**src/rtl/rolhadora_pkg.sv**
```systemverilog
// ============================================================================
// rolhadora_pkg : shared types and constants for the corking station controller
// Rev 1.0
// ============================================================================
`default_nettype none

package rolhadora_pkg;

   localparam int CNT_W         = 7;
   localparam int MAX_ROLHAS    = 99;
   localparam int SETTLE_CYCLES = 4;
   localparam int CORK_CYCLES   = 8;
   localparam int WDOG_CYCLES   = 255;

   localparam int TMR_MAX_A = (SETTLE_CYCLES > CORK_CYCLES) ? SETTLE_CYCLES : CORK_CYCLES;
   localparam int TMR_MAX   = (TMR_MAX_A > WDOG_CYCLES) ? TMR_MAX_A : WDOG_CYCLES;
   localparam int TMR_W     = $clog2(TMR_MAX + 1);

   typedef enum logic [2:0] {
      ST_IDLE       = 3'd0,
      ST_POSICIONA  = 3'd1,
      ST_ARROLHA    = 3'd2,
      ST_DECREMENTA = 3'd3,
      ST_LIBERA     = 3'd4,
      ST_ALARME     = 3'd5,
      ST_RECARGA    = 3'd6
`ifdef ROLHA_WATCHDOG_EN
      , ST_FALHA    = 3'd7
`endif
   } estado_t;

   // Out-of-range refill requests fall back to a full magazine.
   function automatic logic [CNT_W-1:0] valor_recarga(input logic [CNT_W-1:0] qtd);
      if (qtd == '0 || qtd > CNT_W'(MAX_ROLHAS)) begin
         return CNT_W'(MAX_ROLHAS);
      end
      return qtd;
   endfunction

endpackage

`default_nettype wire

```
**src/rtl/rolhadora_controller_if.sv**
```systemverilog
// ============================================================================
// rolhadora_controller_if : station I/O bundle (sensor, counter path, actuators)
// Rev 1.0
// ============================================================================
`default_nettype none

interface rolhadora_controller_if;
   import rolhadora_pkg::*;

   logic             SENSOR_GARRAFA;
   logic             CNT_ZERO;
   logic             REPOR;
   logic [CNT_W-1:0] QTD_REPOR;
   logic             CNT_ENABLE;
   logic             CNT_LOAD;
   logic [CNT_W-1:0] CNT_DADOS;
   logic             MOTOR_ESTEIRA;
   logic             ATUADOR;
   logic             ALARME;
   logic             FALHA;
   logic [15:0]      GARRAFAS_OK;

   modport master (
      input  SENSOR_GARRAFA, CNT_ZERO, REPOR, QTD_REPOR,
      output CNT_ENABLE, CNT_LOAD, CNT_DADOS, MOTOR_ESTEIRA, ATUADOR, ALARME, FALHA, GARRAFAS_OK
   );

   modport slave (
      output SENSOR_GARRAFA, CNT_ZERO, REPOR, QTD_REPOR,
      input  CNT_ENABLE, CNT_LOAD, CNT_DADOS, MOTOR_ESTEIRA, ATUADOR, ALARME, FALHA, GARRAFAS_OK
   );

endinterface

`default_nettype wire

```
**src/rtl/rolhadora_controller_temporizador_ciclos.sv**
```systemverilog
// ============================================================================
// temporizador_ciclos : loadable down-counter, expired while the count is zero
// Rev 1.0
// ============================================================================
`default_nettype none

module temporizador_ciclos
   import rolhadora_pkg::*;
(
   input  logic             CLOCK,
   input  logic             RESET,
   input  logic             load,
   input  logic [TMR_W-1:0] value,
   output logic             expired
);

   logic [TMR_W-1:0] count_q;
   logic [TMR_W-1:0] count_d;

   always_comb begin
      count_d = count_q;
      if (load) begin
         count_d = value;
      end else if (count_q != '0) begin
         count_d = count_q - TMR_W'(1);
      end
   end

   always_ff @(posedge CLOCK or posedge RESET) begin
      if (RESET) begin
         count_q <= '0;
      end else begin
         count_q <= count_d;
      end
   end

   assign expired = (count_q == '0);

endmodule

`default_nettype wire

```
**src/rtl/rolhadora_controller.sv**
```systemverilog
// ============================================================================
// rolhadora_controller : corking station sequencer around the cork-stock counter
// Optional jam watchdog in LIBERA: define ROLHA_WATCHDOG_EN.   Rev 1.0
// ============================================================================
`default_nettype none

module rolhadora_controller
   import rolhadora_pkg::*;
(
   input  logic                  CLOCK,
   input  logic                  RESET,
   rolhadora_controller_if.master bus
);

   estado_t          state_q, state_d;
   logic             sensor_prev_q, sensor_prev_d;
   logic [15:0]      garrafas_q, garrafas_d;
   logic             cnt_enable_q, cnt_enable_d;
   logic             cnt_load_q, cnt_load_d;
   logic [CNT_W-1:0] cnt_dados_q, cnt_dados_d;
   logic             motor_q, motor_d;
   logic             atuador_q, atuador_d;
   logic             alarme_q, alarme_d;
`ifdef ROLHA_WATCHDOG_EN
   logic             falha_q, falha_d;
`endif

   logic             tmr_load;
   logic [TMR_W-1:0] tmr_value;
   logic             tmr_expired;
   logic             sensor_rise;

   temporizador_ciclos u_temporizador (
      .CLOCK   (CLOCK),
      .RESET   (RESET),
      .load    (tmr_load),
      .value   (tmr_value),
      .expired (tmr_expired)
   );

   assign sensor_rise = bus.SENSOR_GARRAFA & ~sensor_prev_q;

   always_comb begin
      state_d = state_q;
      case (state_q)
         ST_IDLE: begin
            if (bus.CNT_ZERO)    state_d = ST_ALARME;
            else if (bus.REPOR)  state_d = ST_RECARGA;
            else if (sensor_rise) state_d = ST_POSICIONA;
         end
         ST_POSICIONA: begin
            if (!bus.SENSOR_GARRAFA) state_d = ST_IDLE;
            else if (tmr_expired)    state_d = ST_ARROLHA;
         end
         ST_ARROLHA: begin
            if (tmr_expired) state_d = ST_DECREMENTA;
         end
         ST_DECREMENTA: state_d = ST_LIBERA;
         ST_LIBERA: begin
            if (!bus.SENSOR_GARRAFA) state_d = ST_IDLE;
`ifdef ROLHA_WATCHDOG_EN
            else if (tmr_expired)    state_d = ST_FALHA;
`endif
         end
         ST_ALARME: begin
            if (bus.REPOR) state_d = ST_RECARGA;
         end
         ST_RECARGA: state_d = ST_IDLE;
`ifdef ROLHA_WATCHDOG_EN
         ST_FALHA: state_d = ST_FALHA;
`endif
         default: state_d = ST_IDLE;
      endcase
   end

   // Timer is loaded with N-1 on the edge entering the state, so the state lasts N cycles.
   always_comb begin
      tmr_load  = 1'b0;
      tmr_value = '0;
      if (state_d != state_q) begin
         case (state_d)
            ST_POSICIONA: begin
               tmr_load  = 1'b1;
               tmr_value = TMR_W'(SETTLE_CYCLES - 1);
            end
            ST_ARROLHA: begin
               tmr_load  = 1'b1;
               tmr_value = TMR_W'(CORK_CYCLES - 1);
            end
`ifdef ROLHA_WATCHDOG_EN
            ST_LIBERA: begin
               tmr_load  = 1'b1;
               tmr_value = TMR_W'(WDOG_CYCLES - 1);
            end
`endif
            default: ;
         endcase
      end
   end

   // Outputs are decoded from the next state and registered, keeping them aligned with state_q.
   always_comb begin
      sensor_prev_d = bus.SENSOR_GARRAFA;
      motor_d       = (state_d == ST_IDLE) || (state_d == ST_LIBERA);
      atuador_d     = (state_d == ST_ARROLHA);
      cnt_enable_d  = (state_d == ST_DECREMENTA);
      cnt_load_d    = (state_d == ST_RECARGA);
      cnt_dados_d   = (state_d == ST_RECARGA) ? valor_recarga(bus.QTD_REPOR) : '0;
      alarme_d      = (state_d == ST_ALARME);
`ifdef ROLHA_WATCHDOG_EN
      falha_d       = (state_d == ST_FALHA);
`endif
      garrafas_d    = garrafas_q;
      if (state_q == ST_DECREMENTA && garrafas_q != 16'hFFFF) begin
         garrafas_d = garrafas_q + 16'd1;
      end
   end

   always_ff @(posedge CLOCK or posedge RESET) begin
      if (RESET) begin
         state_q       <= ST_IDLE;
         sensor_prev_q <= 1'b0;
         garrafas_q    <= '0;
         cnt_enable_q  <= 1'b0;
         cnt_load_q    <= 1'b0;
         cnt_dados_q   <= '0;
         motor_q       <= 1'b0;
         atuador_q     <= 1'b0;
         alarme_q      <= 1'b0;
`ifdef ROLHA_WATCHDOG_EN
         falha_q       <= 1'b0;
`endif
      end else begin
         state_q       <= state_d;
         sensor_prev_q <= sensor_prev_d;
         garrafas_q    <= garrafas_d;
         cnt_enable_q  <= cnt_enable_d;
         cnt_load_q    <= cnt_load_d;
         cnt_dados_q   <= cnt_dados_d;
         motor_q       <= motor_d;
         atuador_q     <= atuador_d;
         alarme_q      <= alarme_d;
`ifdef ROLHA_WATCHDOG_EN
         falha_q       <= falha_d;
`endif
      end
   end

   assign bus.CNT_ENABLE    = cnt_enable_q;
   assign bus.CNT_LOAD      = cnt_load_q;
   assign bus.CNT_DADOS     = cnt_dados_q;
   assign bus.MOTOR_ESTEIRA = motor_q;
   assign bus.ATUADOR       = atuador_q;
   assign bus.ALARME        = alarme_q;
   assign bus.GARRAFAS_OK   = garrafas_q;
`ifdef ROLHA_WATCHDOG_EN
   assign bus.FALHA         = falha_q;
`else
   assign bus.FALHA         = 1'b0;
`endif

endmodule

`default_nettype wire

```
**src/flat_wrapper.sv**
```systemverilog
// flat-port wrapper written by rule: the top's interface ports become plain ports
module rolhadora_controller_flat import rolhadora_pkg::*;
  (CLOCK, RESET, bus_SENSOR_GARRAFA, bus_CNT_ZERO, bus_REPOR, bus_QTD_REPOR, bus_CNT_ENABLE, bus_CNT_LOAD, bus_CNT_DADOS, bus_MOTOR_ESTEIRA, bus_ATUADOR, bus_ALARME, bus_FALHA, bus_GARRAFAS_OK);
  rolhadora_controller_if bus_i ();
  input  logic CLOCK;
  input  logic RESET;
  input wire logic [$bits(bus_i.SENSOR_GARRAFA)-1:0] bus_SENSOR_GARRAFA;
  input wire logic [$bits(bus_i.CNT_ZERO)-1:0] bus_CNT_ZERO;
  input wire logic [$bits(bus_i.REPOR)-1:0] bus_REPOR;
  input wire logic [$bits(bus_i.QTD_REPOR)-1:0] bus_QTD_REPOR;
  output wire logic [$bits(bus_i.CNT_ENABLE)-1:0] bus_CNT_ENABLE;
  output wire logic [$bits(bus_i.CNT_LOAD)-1:0] bus_CNT_LOAD;
  output wire logic [$bits(bus_i.CNT_DADOS)-1:0] bus_CNT_DADOS;
  output wire logic [$bits(bus_i.MOTOR_ESTEIRA)-1:0] bus_MOTOR_ESTEIRA;
  output wire logic [$bits(bus_i.ATUADOR)-1:0] bus_ATUADOR;
  output wire logic [$bits(bus_i.ALARME)-1:0] bus_ALARME;
  output wire logic [$bits(bus_i.FALHA)-1:0] bus_FALHA;
  output wire logic [$bits(bus_i.GARRAFAS_OK)-1:0] bus_GARRAFAS_OK;
  assign bus_i.SENSOR_GARRAFA = bus_SENSOR_GARRAFA;
  assign bus_i.CNT_ZERO = bus_CNT_ZERO;
  assign bus_i.REPOR = bus_REPOR;
  assign bus_i.QTD_REPOR = bus_QTD_REPOR;
  assign bus_CNT_ENABLE = bus_i.CNT_ENABLE;
  assign bus_CNT_LOAD = bus_i.CNT_LOAD;
  assign bus_CNT_DADOS = bus_i.CNT_DADOS;
  assign bus_MOTOR_ESTEIRA = bus_i.MOTOR_ESTEIRA;
  assign bus_ATUADOR = bus_i.ATUADOR;
  assign bus_ALARME = bus_i.ALARME;
  assign bus_FALHA = bus_i.FALHA;
  assign bus_GARRAFAS_OK = bus_i.GARRAFAS_OK;
  rolhadora_controller u_core (.CLOCK(CLOCK), .RESET(RESET), .bus(bus_i));
endmodule
```
**config.mk**
```make
export PLATFORM = sky130hd
export DESIGN_NAME = rolhadora_controller_flat
export DESIGN_NICKNAME = d
export VERILOG_FILES = /design/src/rtl/rolhadora_pkg.sv /design/src/rtl/rolhadora_controller_if.sv /design/src/rtl/rolhadora_controller_temporizador_ciclos.sv /design/src/rtl/rolhadora_controller.sv /design/src/flat_wrapper.sv
export SDC_FILE = /design/constraint.sdc
export NUM_CORES = 1
export LEC_CHECK = 0
export CORE_UTILIZATION = 34
export DETAILED_ROUTE_END_ITERATION = 6
export PLACE_DENSITY_LB_ADDON = 0.05
export RECOVER_POWER = 100
export SLEW_MARGIN = 40
export SYNTH_ARGS = -nofsm -noshare
export SYNTH_HDL_FRONTEND = slang
export SYNTH_HIERARCHICAL = 1
export SYNTH_SLANG_ARGS = --single-unit
```
**constraint.sdc**
```tcl
create_clock -name CLOCK -period 8.98 [get_ports CLOCK]
set_input_delay 1.796 -clock CLOCK [delete_from_list [all_inputs] [get_ports CLOCK]]
set_output_delay 1.796 -clock CLOCK [all_outputs]
set_load 0.01 [all_outputs]
```
==> run metrics, run 1 <==
placed cells between 300 and 400; reg-to-reg slack, setup roughly 5000 ps; worst path required time between 9000 and 10000 ps; worst skew pair latency 290 ps; Area Growth Syn to Fin 22.30%; Clock Tree Buf Depth 2; Critical Path AT 4590 ps; NetSw approximately 250 uW; TritonCTS Buffers 5; H-tree depth 2; r2r endpoint u_core/u_temporizador/count_q[7]; DP HPWL ~3200 um; drt total wl between 4000 and 5000 um; Worst-path clk slew 90 ps; Post-Layout Cell Count 328; pre-CTS setup slack 4767 ps; die area approximately 6600 um2; worst reg2reg path depth 12; unrepaired setup endpoints after global routing no; Period minus WS final between 4000 and 5000 ps; Avg Cell Area, Syn between 10 and 15 um2; Pint approximately 410 uW; Clock Skews around 14 ps; CORE AREA slightly below 6000 um2; drt initial violations 62; VDD IR-drop max 0.1267 mV; setup_tns 0 ps; gpl congestion roughly 0.77; post-DR wirelength/cell 13.60 um; worst setup margin roughly 4600 ps; most common cell after layout, fill and taps aside dfrtp_1; I/O pin total a little over 40; Post-CTS Resized 0; CTS tree built; Port Buf Inserts 39; startpoint types input port; post-CTS setup buffers 0; number of fillers in the final layout around 640; Mapped Area around 2100 um2; Hold EP u_core/bus.GARRAFAS_OK[14]; Die Y approximately 81 um; failing checks max-capacitance violations, max-slew violations; initial antenna violation count 0; vias roughly 1600; register area share after synthesis between 40 and 50%; slew of the pin with the lowest slew margin around 1700 ps; Routed Antenna Nets 0; Hold Crit Start u_core/bus.GARRAFAS_OK[14]; worst setup path class input port to flop; commonest non-fill, non-tap cells in the layout dfrtp_1, dlygate4sd3_1, nor2_1; Primary FF master, synth dfrtp_1; final setup vio count 0; final hold vios 0; hold path depth 1; number of enable flip-flop cells after synthesis 0; GRT overflow 0; Logic pwr share between 30% and 40%; Pre-antenna DRT Iters 4; row count 28; first-pass GRT wire length ~7300 um; synthesis-stage register bit count 40; largest net degree at the start of global routing 33; fraction of layout cells with a size suffix above 1 approximately 7.5%; Worst slew margin -15.71%; Max Cap Viol 1; die outline width just over 80 um; initial core utilization ~36%; number of global-route vias before repair roughly 1500; Hold Path Class flop to flop; via/cell ratio 5.003; crit share post-route 49.05%; clock share of power between 10% and 20%; asr flop ratio synth between 90% and 100%; Final nets ~270; Peak Freq about 230 MHz; worst r2r src u_core/u_temporizador/count_q[0]; Slew Limit Fails 33; Yosys cell types 69; n_diodes 0; switching share of power between 30% and 40%; Worst setup EP type flop; Hold-fix buffers, CTS 0; Yosys warning count 6; cells after synthesis just over 200; sequential fraction of design power a little over two fifths; DRC Markers 0; status finished with violations; PwrDens approximately 260 nW/um2; clk sink count 40; root buf cell clkbuf_8; largest fanout on the critical path 19; Total GRT Usage ~15%; Pleak roughly 0.0012 uW
==> flip-flops by register name (all words and copies together) (netlist names) <==
signal / count
u_core/bus.ATUADOR: 1
u_core/bus.MOTOR_ESTEIRA: 1
u_core/bus.CNT_ENABLE: 1
u_core/sensor_prev_q: 1
u_core/bus.CNT_LOAD: 1
u_core/state_q: 3
u_core/bus.CNT_DADOS: 7
u_core/bus.ALARME: 1
u_core/u_temporizador/count_q: 8
u_core/bus.GARRAFAS_OK: 16
==> logic make-up after synthesis <==
kind of cell	synth area share, %
buffers and inverters	5.074
AND/OR/NAND/NOR	24.07
multiplexers	1.593
XOR/XNOR	5.369
other	0.1768
flip-flops	47.20
AO/OA/AOI/OAI	15.34
adder cells (fa/ha/maj)	1.180
==> per-layer routing <==
metal	vias to the layer above	track usage (%)	wire [um]
li1	823	-	-
met3	4	3.258	158
met1	789	20.63	2263
met5	-	0	0
met4	0	4.821	36
met2	25	22.52	2003
==> Yosys cell counts, drive strengths merged (5+ instances only) <==
| library cell | number | area [um2] |
|---|---|---|
| a21oi | 6 | 33.78 |
| dfrtp | 40 | 1001 |
| inv | 13 | 48.80 |
| nand2 | 13 | 48.80 |
| nand3 | 7 | 40.04 |
| nand4 | 5 | 31.28 |
| nor2 | 17 | 71.32 |
| nor2b | 5 | 33.78 |
| nor3 | 9 | 50.05 |
| o21a | 5 | 37.54 |
| o21ai | 9 | 48.79 |
| xnor2 | 11 | 96.34 |
==> how the worst max path moves through the flow <==
| stage | startpoint | endpoint | slack (ps) | cells past startpoint |
|---|---|---|---|---|
| floorplan | bus_SENSOR_GARRAFA | u_core/u_temporizador/count_q[6] | 5280 | 9 |
| global placement | bus_SENSOR_GARRAFA | u_core/u_temporizador/count_q[7] | 4780 | 9 |
| detailed placement | bus_SENSOR_GARRAFA | u_core/u_temporizador/count_q[7] | 4770 | 9 |
| CTS | bus_SENSOR_GARRAFA | u_core/u_temporizador/count_q[7] | 5080 | 9 |
| global route | bus_SENSOR_GARRAFA | u_core/u_temporizador/count_q[7] | 4350 | 9 |
| finish | bus_SENSOR_GARRAFA | u_core/u_temporizador/count_q[7] | 4580 | 9 |
==> worst max-delay path, stage by stage <==
cell           delay, ps
dlygate4sd3_1        670
or4b_1               470
a211oi_1             230
a211o_2              170
nor2b_1               60
nor4_1               190
clkbuf_1             560
nor3_1               110
a221o_1              330
==> layout make-up <==
cell class	count	area (um2)	area share, %
Timing Repair Buffer	41	397.9	15.34
Tap cell	75	93.84	3.618
Clock buffer	5	68.82	2.653
Sequential cell	40	1001	38.59
Multi-Input combinational cell	151	964.7	37.19
Clock inverter	3	18.77	0.7236
Inverter	13	48.80	1.881
==> metrics by stage <==
stage	utilization [%]	power [uW]	hold WS [ps]	cell area, um2
floorplan	-	491.5	497.1	2140
finish	43.55	662.5	519.5	2594
global route	43.55	721.9	536.2	2594
CTS	44.90	698.3	517.1	2674
global placement	43.42	576.4	502.2	2586
detailed placement	43.42	576.6	502.8	2586
==> power by group through the flow <==
stage	registers, uW	clock network [uW]	logic [uW]
final	280	118	264
after floorplan	272	0	220
after CTS	283	125	291
after detailed placement	286	0	291
after global routing	290	132	300
after global placement	287	0	289
(Power assumes the default switching activity.)
==> run 2: changes to the inputs <==
==> constraint.sdc (replaced) <==
create_clock -name CLOCK -period 4.05 [get_ports CLOCK]
set_input_delay 0.81 -clock CLOCK [delete_from_list [all_inputs] [get_ports CLOCK]]
set_output_delay 0.81 -clock CLOCK [all_outputs]
set_load 0.01 [all_outputs]
==> run metrics, run 2 (same netlist as run 1, synthesis figures left out) <==
Post-CTS Resized 0 (unchanged); first-pass GRT wire length 7521 um (+2.5%); max reg flops 16 (unchanged); TritonCTS Buffers 5 (unchanged); initial core utilization 35.61% (unchanged); Peak Freq approximately 280 MHz; clk sink count 40 (unchanged); DP HPWL 3244 um (+2.4%); row count 28 (unchanged); startpoint types flop; Slowest-stage cell, CP or4b_1; utilization after layout 44.33% (+0.78 points); CTS tree built; post-CTS setup buffers 0 (unchanged); die outline width 80.98 um (unchanged); CP startpoint u_core/u_temporizador/count_q[0]; Period minus WS final ~3500 ps; commonest non-fill, non-tap cells in the layout dfrtp_1, dlygate4sd3_1, nor2_1; Die Y 80.98 um (unchanged); Worst setup EP type flop; clock share of power 20.7% (+2.8 points); Bufs and invs on worst path 2 (unchanged); n_diodes 0 (unchanged); Pleak 0.001173 uW (+1.0%); VDD IR-drop max 0.2706 mV (+110%); Clock Skews 7.545 ps (-6.465 ps); Hold-fix buffers, CTS 0 (unchanged); I/O pin total 41 (unchanged); Critical Path Max Stage Delay 580 ps (-90 ps); H-tree depth 2 (unchanged); PwrDens 592.7 nW/um2 (+130%); post-DR wirelength/cell 13.56 um (-0.31%); Logic pwr share 39.2% (-0.7 points); initial antenna violation count 0 (unchanged); Routed Antenna Nets 0 (unchanged); largest fanout on the critical path 19 (unchanged); Final nets 266 (unchanged); status finished with violations; final hold vios 0 (unchanged); sequential fraction of design power 40.0% (-2.2 points); Slew Limit Fails 33 (unchanged); worst path cell trace inv_1 -> ha_1 -> or4b_1 -> nor2_1 -> or2b_1 -> nor3b_1 -> a211o_2 -> nor2b_1 -> nor4_1 -> buf_4 -> nor3_1 -> a221o_1; fraction of layout cells with a size suffix above 1 9.091% (+1.6 points); switching share of power 37.03% (-0.98 points); Max Cap Viol 1 (unchanged); CORE AREA 5956 um2 (unchanged); Total GRT Usage 15.18% (+0.42 points); unrepaired setup endpoints after global routing no; via/cell ratio 4.902 (-2.0%); final setup vio count 0 (unchanged); drt total wl 4447 um (-0.31%); failing checks max-capacitance violations, max-slew violations; Hold Crit Start u_core/bus.GARRAFAS_OK[14]; Worst-path clk slew 80 ps (about the same); Critical Path AT 3700 ps (-890 ps); number of fillers in the final layout 597 (-6.9%); worst setup path class flop to flop; Worst path top cell family by delay simple AND/OR/NAND/NOR gates; number of global-route vias before repair 1584 (+3.3%); Port Buf Inserts 39 (unchanged); root buf cell clkbuf_8; Clock Tree Buf Depth 2 (unchanged); largest net degree at the start of global routing 33 (unchanged); gpl congestion 0.7806 (+1.9%); slew of the pin with the lowest slew margin 1716 ps (-20.08 ps); DRC Markers 0 (unchanged); Worst slew margin -14.37% (+1.3 points); worst r2r src u_core/u_temporizador/count_q[0]; GRT overflow 0 (unchanged); drt initial violations 62 (unchanged); worst skew pair latency 300 ps (about the same); crit share post-route between 80% and 90%; vias 1608 (-2.0%); most common cell after layout, fill and taps aside dfrtp_1; Pint 985.4 uW (+140%); Hold Path Class flop to flop; NetSw 579.4 uW (+130%); worst path required time 4230 ps (-4930 ps); Area Growth Syn to Fin 24.48%; setup_tns 0 ps (unchanged); die area 6558 um2 (unchanged); Pre-antenna DRT Iters 4 (unchanged)
run 2: cell types whose count changed in the layout (fill, tap and decap cells not counted), moves of 2 or more:
cell and delta:
and2_1 -2, nor4_1 -2, nor4_2 +2, and2_0 +2
run 2: worst paths after layout:
kind / slack, ps / to / depth (start not counted)
min reg2reg: 520 / u_core/bus.GARRAFAS_OK[14] / 1
max reg2reg: 520 / u_core/u_temporizador/count_q[7] / 12
min in group asynchronous: 930 / u_core/u_temporizador/count_q[0] / 2
max: 520 / u_core/u_temporizador/count_q[7] / 12
min: 520 / u_core/bus.GARRAFAS_OK[14] / 1
max in group asynchronous: 1480 / u_core/bus.MOTOR_ESTEIRA / 3
run 2: layer usage:
metal | track usage (%) | vias to the layer above | share of wire (%)
li1 | - | 823 | -
met1 | 21.21 | 748 | 51
met2 | 22.69 | 32 | 43
met3 | 4.045 | 5 | 3.9
met4 | 4.821 | 0 | 1.2
met5 | 0 | - | 0
run 2: through the flow:
stage / worst slack [ps] / hold WS, ps / std cells / area (um2) / power (uW)
global route: 263.1 / 536.9 / 328 / 2640 / 1690
CTS: 605.4 / 516.9 / 328 / 2694 / 1619
detailed placement: 627.7 / 503.4 / 320 / 2586 / 1285
floorplan: 787.9 / 497.1 / 211 / 2140 / 1090
global placement: 725.7 / 500.2 / 320 / 2586 / 1291
finish: 523.9 / 516.7 / 328 / 2640 / 1565
run 2: layout make-up:
class / count / area (um2) / area share, %
clock inverter: 2 / 35.03 / 1.327
timing repair buffer: 41 / 401.6 / 15.21
inverter: 13 / 48.80 / 1.848
clock buffer: 6 / 72.57 / 2.749
multi-input combinational: 151 / 987.2 / 37.39
tap: 75 / 93.84 / 3.555
sequential: 40 / 1001 / 37.91
run 2: power by group through the flow:
stage | clock network (uW) | registers (uW) | logic (uW)
finish | 325 | 626 | 614
global route | 356 | 645 | 689
CTS | 337 | 626 | 656
detailed placement | 0 | 633 | 652
global placement | 0 | 635 | 656
floorplan | 0 | 603 | 487
==> variant 1: new RTL, config.mk and constraints of run 2 <==
The option `ROLHA_WATCHDOG_EN` is turned on by a define.
--- a/src/rtl/rolhadora_pkg.sv
+++ b/src/rtl/rolhadora_pkg.sv
@@ -3,6 +3,8 @@
 // Rev 1.0
 // ============================================================================
 `default_nettype none
+
+`define ROLHA_WATCHDOG_EN
 
 package rolhadora_pkg;
 
Function: no difference found for any inputs over 10 cycles, from zero or initial values and one cycle with RESET high; that may be too few to reach the edited logic, so the function may still have changed.
==> variant 1 against run 2 <==
  * The flow finishes with violations (design-rule violations, max-capacitance violations, max-slew violations)
  * Sequential share of layout area decreased by 0.71 points
  * Sequential cell count is 1 higher
  * Design area rose by 4.5%
  * Non-clock buffer count rose by 1
  * Count of clock-buffer cells in the layout is the same
  * Wire length up 9.3%
  * Setup slack gained 9.2 ps
  * Power increased by 12%
  * Sequential power increased by 3.5%
  * Area after synthesis is 8.1% higher
  * Highest routed layer unchanged
==> variant 1: results <==
metrics = {
    "synthesis": {
        "ys_warn_count": 6,
        "synth_cell_type_count": 67,
        "synth_compound_area_share_pct": 17.2,
        "synth_area_leaders": "dfrtp_1 45%, xor2_1 3.4%, xnor2_1 2.7%",
        "yosysSeqAreaShare_pct": 44.8,
        "ys_top_cells_by_count": "41 x dfrtp_1, 16 x nand2_1, 13 x inv_1, 13 x nor2_1",
        "synth_fa_ha_area_share_pct": 1.09,
        "synth_area_per_cell_um2": 10.5,
        "synth_xor_area_share_pct": 6.11,
    },
    "finish": {
        "fill_cells": 636,
        "instances_no_fill": 335,
        "layout.nets": 271,
        "drive_gt1_share_pct": 9.69,
    },
    "min_path": {
        "min-delay-start": "u_core/bus.GARRAFAS_OK[9]$_DFFE_PP0P_",
        "whs_endpoint": "u_core/bus.GARRAFAS_OK[9]$_DFFE_PP0P_",
    },
    "grt": {
        "grt_pass1_wl_um": 8070,
        "grt_pass1_vias": 1609,
        "grtUsageTotal_pct": 14.4,
    },
    "run_status": {
        "failed_checks": "design-rule violations, max-capacitance violations, max-slew violations",
        "status": "finished with violations",
    },
    "drt": {
        "drc": 9,
        "drt_pass1_iterations": 6,
        "drt_iter0_drc": 87,
        "via_per_inst": 5.23,
        "wl_um": 4860,
    },
    "timing": {
        "drv_slew": 33,
        "fin_crit_ps": 3520,
        "holdWs_ps": 485,
        "clock_skew_ps": 10.3,
    },
    "setup_path": {
        "crit_arrival_ps": 3690,
        "cp_max_fo": 17,
        "crit_family": "simple AND/OR/NAND/NOR gates",
        "crit_path_max_incr_delay_ps": 600,
        "r2r.worst_path.cells": 11,
    },
    "run": {
        "max_cap_violations": 1,
    },
    "placement": {
        "dp_cells": 327,
        "pre_cts_ws_ps": 553,
        "io_buffers": 40,
        "dp_hpwl_um": 3390,
        "place_congestion": 0.860,
    },
    "power": {
        "ir_worst_vdd_mv": 0.367,
        "p_leak_nw": 1.28,
        "p_sw_uw": 708,
    },
}
[variant 1: cell families after synthesis]
logic type,after synthesis
AOI/OAI and AO/OA,45
DFF,41
buffers and inverters,25
muxes,4
and+or+nand+nor,85
adders and majority gates,2
xor gates and xnor gates,16
[variant 1: area by class of cell]
| class | instances | area [um^2] | share of cell area, % |
|---|---|---|---|
| inverter | 15 | 56.3 | 2.04 |
| sequential | 41 | 1030 | 37.2 |
| timing repair buffer | 42 | 408 | 14.8 |
| multi-input combinational | 152 | 1050 | 38.1 |
| tap | 77 | 96.3 | 3.49 |
| clock buffer | 6 | 82.6 | 2.99 |
| clock inverter | 2 | 37.5 | 1.36 |
[variant 1: power by group through the flow]
stage	logic [mW]	clock network (mW)	registers (mW)
2_1_floorplan	0.676	0	0.630
3_3_place_gp	0.875	0	0.662
3_5_place_dp	0.868	0	0.660
4_1_cts	0.871	0.360	0.651
5_1_grt	0.845	0.382	0.665
6_report	0.765	0.345	0.648
[variant 1: per-layer routing]
metal | share of wire [%] | vias up | global-route usage, %
met1 | 53 | 841 | 20.8
met3 | 4.0 | 2 | 4.25
li1 | - | 869 | -
met4 | 0.62 | 0 | 4.39
met2 | 42 | 39 | 20.6
met5 | 0 | - | 0
[variant 1: per-stage QoR]
step                power [mW]  instance area [um^2]
detailed placement        1.53                  2740
global route              1.89                  2760
floorplan                 1.31                  2290
finish                    1.76                  2760
CTS                       1.88                  2860
global placement          1.54                  2740
==> variant 2: new RTL, settings of run 2 <==
Without the edit above. Reset style: synchronous (`RESET`), changed in 2 clocked blocks.
--- a/src/rtl/rolhadora_controller_temporizador_ciclos.sv
+++ b/src/rtl/rolhadora_controller_temporizador_ciclos.sv
@@ -26,7 +26,7 @@
       end
    end
 
-   always_ff @(posedge CLOCK or posedge RESET) begin
+   always_ff @(posedge CLOCK) begin
       if (RESET) begin
          count_q <= '0;
       end else begin
--- a/src/rtl/rolhadora_controller.sv
+++ b/src/rtl/rolhadora_controller.sv
@@ -116,7 +116,7 @@
       end
    end
 
-   always_ff @(posedge CLOCK or posedge RESET) begin
+   always_ff @(posedge CLOCK) begin
       if (RESET) begin
          state_q       <= ST_IDLE;
          sensor_prev_q <= 1'b0;
Behaviour: differs if RESET is asserted again (counterexample within 4 cycles, from zero or initial values and one cycle with RESET high); with RESET held inactive, the same outputs for 10 cycles.
==> variant 2 against run 2 <==
  * The run still ends with max-capacitance violations, max-slew violations left
  * Area after synthesis decreased by 4.0%
  * Sequential share of layout area fell by 6.3 points
  * Design area is 4.0% lower
  * Power shrank 26%
  * Sequential cell count unchanged
  * Worst hold slack improved by 1.2 ps
  * Maximum frequency grew 10%
  * Wire length increased by 4.4%
  * Clock power fell by 14%
  * Setup slack improved by 330 ps
  * Largest cell class is now multi-input gates
==> variant 2: results <==
metrics = {
    "drt": {
        "routedWlPerCell_um": 13.3,
        "drt_iter0_drc": 98,
        "wl_met2_um": 2060,
        "vias": 1889,
        "drt-met1-wl_um": 2300,
        "wl_met3_um": 236,
    },
    "grt": {
        "grt_max_degree": 35,
        "grtUsageTotal_pct": 15.7,
        "met3_usage_pct": 3.77,
        "use_met1_pct": 21.2,
        "grt_pass1_wl_um": 7940,
        "grt_pass1_vias": 1743,
        "grt_util_met2_pct": 24.6,
    },
    "finish": {
        "fill_cells": 565,
        "drive_gt1_share_pct": 5.43,
        "layout.nets": 289,
    },
    "setup_path": {
        "reg2reg_from": "u_core/u_temporizador/count_q[3]$_SDFFE_PP0P_",
        "r2r.worst_path.cells": 10,
        "cp_max_fo": 10,
    },
    "synthesis": {
        "synth_cell_type_count": 53,
        "synth-main-ff-cell": "dfxtp_1",
        "yosysSeqAreaShare_pct": 39.3,
        "synth_area_leaders": "dfxtp_1 39%, a21oi_1 3.7%, nor2_1 3.7%",
        "synthArstFlopShare_pct": 0,
        "ys_top_cells_by_count": "40 x dfxtp_1, 20 x nor2_1, 17 x nand2_1, 15 x a21oi_1",
    },
    "power": {
        "ir_worst_vdd_mv": 0.209,
        "p_seq_share_pct": 43.0,
        "p_sw_uw": 390,
        "combPwrFrac_pct": 32.9,
        "p_leak_nw": 0.973,
    },
    "min_path": {
        "min-delay-start": "u_core/bus.GARRAFAS_OK[5]$_SDFFE_PP0P_",
        "hold_depth": 2,
    },
    "placement": {
        "placed_area_um2": 2470,
        "io_buffers": 39,
        "dp_hpwl_um": 3270,
        "place_congestion": 0.826,
    },
    "run_status": {
        "status": "finished with violations",
        "failed_checks": "max-capacitance violations, max-slew violations",
    },
    "cts": {
        "post_cts_resized": 0,
        "post-cts-setup-buffers": 0,
    },
    "run": {
        "max_cap_violations": 1,
    },
    "timing": {
        "drv_slew": 35,
        "clock_skew_ps": 4.97,
        "worstMarginPinSlew_ps": 1580,
    },
}
[variant 2: changes by cell type after synthesis, sizes merged, moves of 5 or more]
cell,delta
xnor2,-8
o21ai,-6
a21oi,+9
or4,+8
dfrtp,-40
dfxtp,+40
o31ai,+5
[variant 2: worst paths after layout]
kind	to	slack [ps]
max	u_core/u_temporizador/count_q[0]$_SDFFE_PP0P_	860
min	u_core/bus.GARRAFAS_OK[5]$_SDFFE_PP0P_	520
max reg2reg	u_core/u_temporizador/count_q[0]$_SDFFE_PP0P_	860
min reg2reg	u_core/bus.GARRAFAS_OK[5]$_SDFFE_PP0P_	520
[variant 2: cell families after synthesis]
| logic type | synth area share (%) |
|---|---|
| xor gates and xnor gates | 1.72 |
| and+or+nand+nor | 30.9 |
| buffers and inverters | 6.33 |
| other | 0.184 |
| adders and majority gates | 1.23 |
| muxes | 1.04 |
| AOI/OAI and AO/OA | 19.2 |
| DFF | 39.3 |
[variant 2: metrics by stage]
stage	std cells	utilization [%]	power [mW]
global placement	340	43.7	0.910
finish	348	44.9	1.16
CTS	348	45.4	1.19
global route	348	44.9	1.25
floorplan	239	-	0.822
detailed placement	340	43.7	0.907
[variant 2: worst max-delay path, cell delays in order (launching register included)]
cell,delay (ps)
dfxtp_1,350
nor4_1,580
and4bb_1,530
nand3b_1,110
a21boi_0,340
a31oi_1,110
a21oi_1,460
buf_4,250
nor3_1,60
nand2_1,130
o211ai_1,80
[variant 2: cell type report]
class | instances | area [um^2] | share of cell area [%]
multi-input cells | 176 | 1100 | 43.6
flip-flops and latches | 40 | 801 | 31.6
repair buffers | 42 | 409 | 16.1
well taps | 72 | 90.1 | 3.55
clock buffers | 6 | 82.6 | 3.26
inverters | 10 | 37.5 | 1.48
clock inverters | 2 | 10.0 | 0.395
